===== config.mk =====
export PLATFORM = sky130hd
export DESIGN_NAME = stream_credit_tx
export DESIGN_NICKNAME = d
export VERILOG_FILES = /design/src/rtl/stream_credit_pkg.sv /design/src/rtl/stream_credit_tx_credit_counter.sv /design/src/rtl/stream_credit_tx.sv
export SDC_FILE = /design/constraint.sdc
export NUM_CORES = 1
export LEC_CHECK = 0
export ABC_CLOCK_PERIOD_IN_PS = 2500
export CORE_MARGIN = 3
export CORE_UTILIZATION = 41
export DETAILED_ROUTE_END_ITERATION = 10
export PLACE_DENSITY = 0.77
export SLEW_MARGIN = 40
export SYNTH_ARGS = -nofsm -noshare
export SYNTH_HDL_FRONTEND = slang
export SYNTH_SLANG_ARGS = --single-unit

===== constraint.sdc =====
create_clock -name clk -period 2.5 [get_ports clk]
set_input_delay 0.25 -clock clk [delete_from_list [all_inputs] [get_ports clk]]
set_output_delay 0.25 -clock clk [all_outputs]
set_load 0.01 [all_outputs]

===== src/rtl/stream_credit_pkg.sv =====
// Shared definitions for the credit-flow stream link (tx and rx credit-return logic).
package stream_credit_pkg;

    // Wide container for credit counts; individual blocks truncate to their own width.
    localparam int CRD_W_MAX = 16;

    typedef logic [CRD_W_MAX-1:0] credit_t;

    // Bits needed to hold a count from 0 up to and including n.
    function automatic int credit_width(input int n);
        return $clog2(n + 1);
    endfunction

endpackage


===== src/rtl/stream_credit_tx_credit_counter.sv =====
// Up/down credit counter: loads to Credits on reset/flush, saturates at Credits on an
// unmatched return and raises a sticky overflow flag. Decrement is only ever requested
// while the count is nonzero, so the counter cannot go below zero.
module credit_counter
    import stream_credit_pkg::*;
#(
    parameter int Credits = 8,
    parameter int CW      = credit_width(Credits)
) (
    input  logic          clk,
    input  logic          rst,
    input  logic          i_inc,
    input  logic          i_dec,
    input  logic          i_flush,
    output logic [CW-1:0] o_cnt,
    output logic          o_nz,
    output logic          o_ovf
);

    localparam credit_t       CRD_INIT_W = credit_t'(Credits);
    localparam logic [CW-1:0] CRD_INIT   = CW'(CRD_INIT_W);

    logic [CW-1:0] r_cnt;
    logic          r_ovf;

    // Count update: flush reloads (ignoring returns), simultaneous inc/dec cancel out.
    always_ff @(posedge clk or posedge rst) begin
        if (rst) begin
            r_cnt <= CRD_INIT;
            r_ovf <= 1'b0;
        end else if (i_flush) begin
            r_cnt <= CRD_INIT;
        end else begin
            unique case ({i_inc, i_dec})
                2'b10: begin
                    if (r_cnt == CRD_INIT) r_ovf <= 1'b1;
                    else                   r_cnt <= r_cnt + CW'(1);
                end
                2'b01:   r_cnt <= r_cnt - CW'(1);
                default: r_cnt <= r_cnt;
            endcase
        end
    end

    assign o_cnt = r_cnt;
    assign o_nz  = (r_cnt != '0);
    assign o_ovf = r_ovf;

endmodule


===== src/rtl/stream_credit_tx.sv =====
// Transmit side of a credit-flow stream link. Forwards accepted beats as registered
// valid-only pulses and tracks remote FIFO space with one credit per free slot.
// Optional: define STREAM_CREDIT_TX_STALL_CNT_EN to add a saturating 32-bit count of
// cycles where the source had a beat but was blocked by lack of credit.
module stream_credit_tx
    import stream_credit_pkg::*;
#(
    parameter  int Credits   = 8,
    parameter  int WordWidth = 64,
    localparam int CW        = credit_width(Credits)
) (
    input  logic                 clk,
    input  logic                 rst,
    input  logic                 src_vld_i,
    input  logic [WordWidth-1:0] src_payload_i,
    output logic                 src_rdy_o,
    output logic                 tx_vld_o,
    output logic [WordWidth-1:0] tx_payload_o,
    input  logic                 crd_rtn_i,
    input  logic                 flush_i,
`ifdef STREAM_CREDIT_TX_STALL_CNT_EN
    output logic [31:0]          stall_cnt_o,
`endif
    output logic [CW-1:0]        credit_o,
    output logic                 err_o
);

    logic                 w_nz;
    logic                 w_fire;
    logic                 r_tx_vld;
    logic [WordWidth-1:0] r_tx_payload;

    assign src_rdy_o = ~rst & ~flush_i & w_nz;
    assign w_fire    = src_vld_i & src_rdy_o;

    credit_counter #(
        .Credits (Credits),
        .CW      (CW)
    ) u_credit_counter (
        .clk     (clk),
        .rst     (rst),
        .i_inc   (crd_rtn_i),
        .i_dec   (w_fire),
        .i_flush (flush_i),
        .o_cnt   (credit_o),
        .o_nz    (w_nz),
        .o_ovf   (err_o)
    );

    // Output beat register: one-cycle valid per fire, payload held between beats.
    always_ff @(posedge clk or posedge rst) begin
        if (rst) begin
            r_tx_vld     <= 1'b0;
            r_tx_payload <= '0;
        end else begin
            r_tx_vld <= w_fire;
            if (w_fire) r_tx_payload <= src_payload_i;
        end
    end

    assign tx_vld_o     = r_tx_vld;
    assign tx_payload_o = r_tx_payload;

`ifdef STREAM_CREDIT_TX_STALL_CNT_EN
    logic [31:0] r_stall_cnt;

    // Saturating count of credit-blocked cycles; flush cycles are not stalls.
    always_ff @(posedge clk or posedge rst) begin
        if (rst)
            r_stall_cnt <= '0;
        else if (src_vld_i & ~src_rdy_o & ~flush_i & (r_stall_cnt != '1))
            r_stall_cnt <= r_stall_cnt + 32'd1;
    end

    assign stall_cnt_o = r_stall_cnt;
`endif

endmodule


==> flow_summary.yaml <==
clock_tree:
  cts_tree: "built"
  cts.clk_slew.worst_paths_ps: 80
  cts_buffers: 9
  clkSinkCount: 70
  cts_max_level: 3
  postCtsResizedCells: 0
  cts_setup_buffers: 0
  cts_root_buf: "clkbuf_8"
  clock_latency_ps: 340
  hold_buffers: 0
  cts_buffer_depth: 2
setup_path:
  worstSetupPathType: "flop to flop"
  r2r_start: "u_credit_counter.o_cnt[0]$_DFFE_PP0P_"
  r2r-end: "u_credit_counter.o_cnt[2]$_DFFE_PP0P_"
  required_ps: 2710
  cpPeakStageDelay_ps: 470
  critPathLaunch: "u_credit_counter.o_cnt[0]$_DFFE_PP0P_"
  ff2ff_setup_slack_ps: 270
  start_kind: "flop"
  critPathArrivalTime_ps: 2440
  path_buf_inv: 0
  crit_path_top_delay_cell: "dfrtp_1"
  crit_family: "simple AND/OR/NAND/NOR gates"
  path_max_fanout: 7
  cp.depth: 7
  cp-end-kind: "flop"
  path_cells: "or3_4 > o21ai_2 > nor3_1 > fa_1 > xnor2_1 > nor2_1 > mux2_1"
  reg2regPathDepth: 7
pwr:
  p_leak_nw: 2.012
  max-vdd-ir-drop_mv: 0.4501
  p_per_area_nw_per_um2: 776.9
synthesis:
  syn_area_sq_um: 3013
  muxShareOfSynthArea: 0.3144
  syn-instance-count: 181
  synth_ff_type: "dfrtp_1"
  yosysUniqueCellTypes: 27
  synth_warnings: 0
  synth_nets: 253
  synth_compound_area_frac: 0.02533
  ys_seq_area_frac: 0.5818
  postSynth.asyncResetShare: 1.000
  synth_area_per_cell_sq_um: 16.65
  synth_top_family_by_area: "multiplexers"
  ys_seq_elements: 70
  synthAdderAreaFrac: 0.01495
  synth_edf_count: 0
  synthXorXnorAreaFrac: 0.005814
  synthSimpleGateAreaFrac: 0.02824
floorplan:
  start_util: 0.4339
  core_sq_um: 6944
  fp-row-count: 30
  die_h_um: 91.73
  dieArea_sq_um: 8413
  ios: 140
  dieWidth_um: 91.73
global_routing:
  grt_pass1_wl_mm: 11.10
  overflow: 0
  grt_usage: 0.1687
  antenna_found_initial: 0
  grt_max_degree: 71
  grt_pass1_vias: 2222
route:
  routed.top_layer: "met4"
  dr.first_iter.drc_count: 109
  avgViaCountPerCell: 4.684
  route.met2.wl_mm: 3.257
  dr_wl_met3_um: 624
  dr.pass1.iters: 4
  wl_met1_mm: 2.911
  drc_errors: 0
  ant_nets: 0
  wl_mm: 6.859
  vias: 2000
  avgRoutedWirePerCell_um: 16.06
timing:
  tightest_slew_ps: 438.3
  tns_ps: 0
  slew_headroom: 0.7055
  rsz0062_at_grt: "false"
  setup_ws_ps: 269.4
  maxSlewViolCount: 0
  period_share: 0.8922
  max_freq_ghz: 0.4483
  period_needed_ps: 2231
  setup_viol: 0
  skew_ps: 9.915
  finalHoldViolCount: 0
finish:
  area_delta_synth_final_pct: 55.90
  final_cells: 427
  nFillCells: 515
  final_net_count: 399
  seqCellArea_sq_um: 1753
  multi_input_area_sq_um: 1179
  num_antenna_cells: 0
  drive_gt1_frac: 0.2689
place:
  dp_slack_ps: 92.24
  hpwl_mm: 5.022
  place_congestion: 0.8044
  io_buffers: 139
  place_inst: 412
job:
  maxCapViolCount: 0
hold_path:
  min_path_type: "input port to async pin"
run_status:
  status: "complete, no violations"
==> metal layers <==
| metal | global-route usage | vias up |
|---|---|---|
| met5 | 0 | - |
| met4 | 0.04455 | 0 |
| met3 | 0.07547 | 7 |
| met2 | 0.2696 | 100 |
| met1 | 0.2084 | 964 |
| li1 | - | 929 |
==> registers in the layout, indices dropped and copies added (netlist names) <==
register	flops
u_credit_counter.o_cnt	4
tx_vld_o	1
tx_payload_o	64
u_credit_counter.o_ovf	1
==> per-stage QoR <==
| step | total power, mW | util | hold slack, ps | area (sq um) |
|---|---|---|---|---|
| 3_5_place_dp | 2.813 | 0.6494 | 485.9 | 4509 |
| 6_report | 3.649 | 0.6764 | 351.5 | 4697 |
| 4_1_cts | 3.710 | 0.6764 | 368.1 | 4697 |
| 5_1_grt | 3.847 | 0.6764 | 421.6 | 4697 |
| 3_3_place_gp | 2.782 | 0.6494 | 489.4 | 4509 |
| 2_1_floorplan | 2.097 | - | 398.0 | 3013 |
==> cell usage after synthesis, types with 2 or more instances <==
| library cell | count | share of area |
|---|---|---|
| a21oi_1 | 2 | 0.0033 |
| buf_2 | 2 | 0.0033 |
| buf_6 | 6 | 0.022 |
| dfrtp_1 | 69 | 0.57 |
| ha_1 | 2 | 0.0083 |
| inv_1 | 3 | 0.0037 |
| mux2_1 | 2 | 0.0075 |
| mux2_2 | 15 | 0.056 |
| mux2_4 | 49 | 0.24 |
| mux2i_1 | 2 | 0.0066 |
| nand2_1 | 3 | 0.0037 |
| nor2_1 | 5 | 0.0062 |
| nor2b_1 | 2 | 0.0042 |
| nor3_1 | 4 | 0.0066 |
| o21ai_0 | 2 | 0.0033 |
| xnor2_1 | 2 | 0.0058 |
==> where the power goes <==
group | internal [mW] | switching (mW) | total (mW)
combinational | 0.841 | 0.407 | 1.25
clock | 0.453 | 0.414 | 0.867
sequential | 1.38 | 0.152 | 1.53
==> how the worst max path moves through the flow <==
stage | end | slack (ps)
floorplan | u_credit_counter.o_cnt[3]$_DFFE_PP1P_ | 250
global placement | u_credit_counter.o_cnt[2]$_DFFE_PP0P_ | 210
detailed placement | u_credit_counter.o_cnt[3]$_DFFE_PP1P_ | 90
CTS | src_rdy_o | 240
global route | u_credit_counter.o_cnt[3]$_DFFE_PP1P_ | 150
finish | u_credit_counter.o_cnt[2]$_DFFE_PP0P_ | 270
==> kinds of logic after synthesis <==
family,after synthesis
and+or+nand+nor,17
xor gates and xnor gates,2
AOI/OAI and AO/OA,10
adders and majority gates,3
muxes,68
buffers and inverters,11
DFF,70
==> worst min-delay path: cells and delay by family <==
kind / cells / cell delay, ps
buffers and inverters: 3 / 830
==> cell type report <==
cell class / instances / area share
repair buffers: 143 / 0.3079
clock buffers: 9 / 0.02637
inverters: 3 / 0.002397
well taps: 96 / 0.02557
clock inverters: 6 / 0.01359
flip-flops and latches: 70 / 0.3732
multi-input cells: 100 / 0.2509
==> placed cells by master, fill, tap and decap left out, types with 2 or more instances in the layout <==
master,netlist,final
xnor2_1,2,2
clkbuf_8,0,9
mux2_1,2,2
inv_1,3,2
clkdlybuf4s50_1,0,139
mux2i_1,2,2
nor2b_1,2,2
buf_12,0,2
mux2_4,49,49
clkinv_2,0,2
ha_1,2,2
clkinvlp_4,0,2
mux2_2,15,15
o21ai_0,2,2
nand2_1,3,3
nor2_1,5,4
dfrtp_1,69,69
a21oi_1,2,2
buf_4,0,2
nor3_1,4,4
Note: power is estimated with default switching activity, not from simulation.
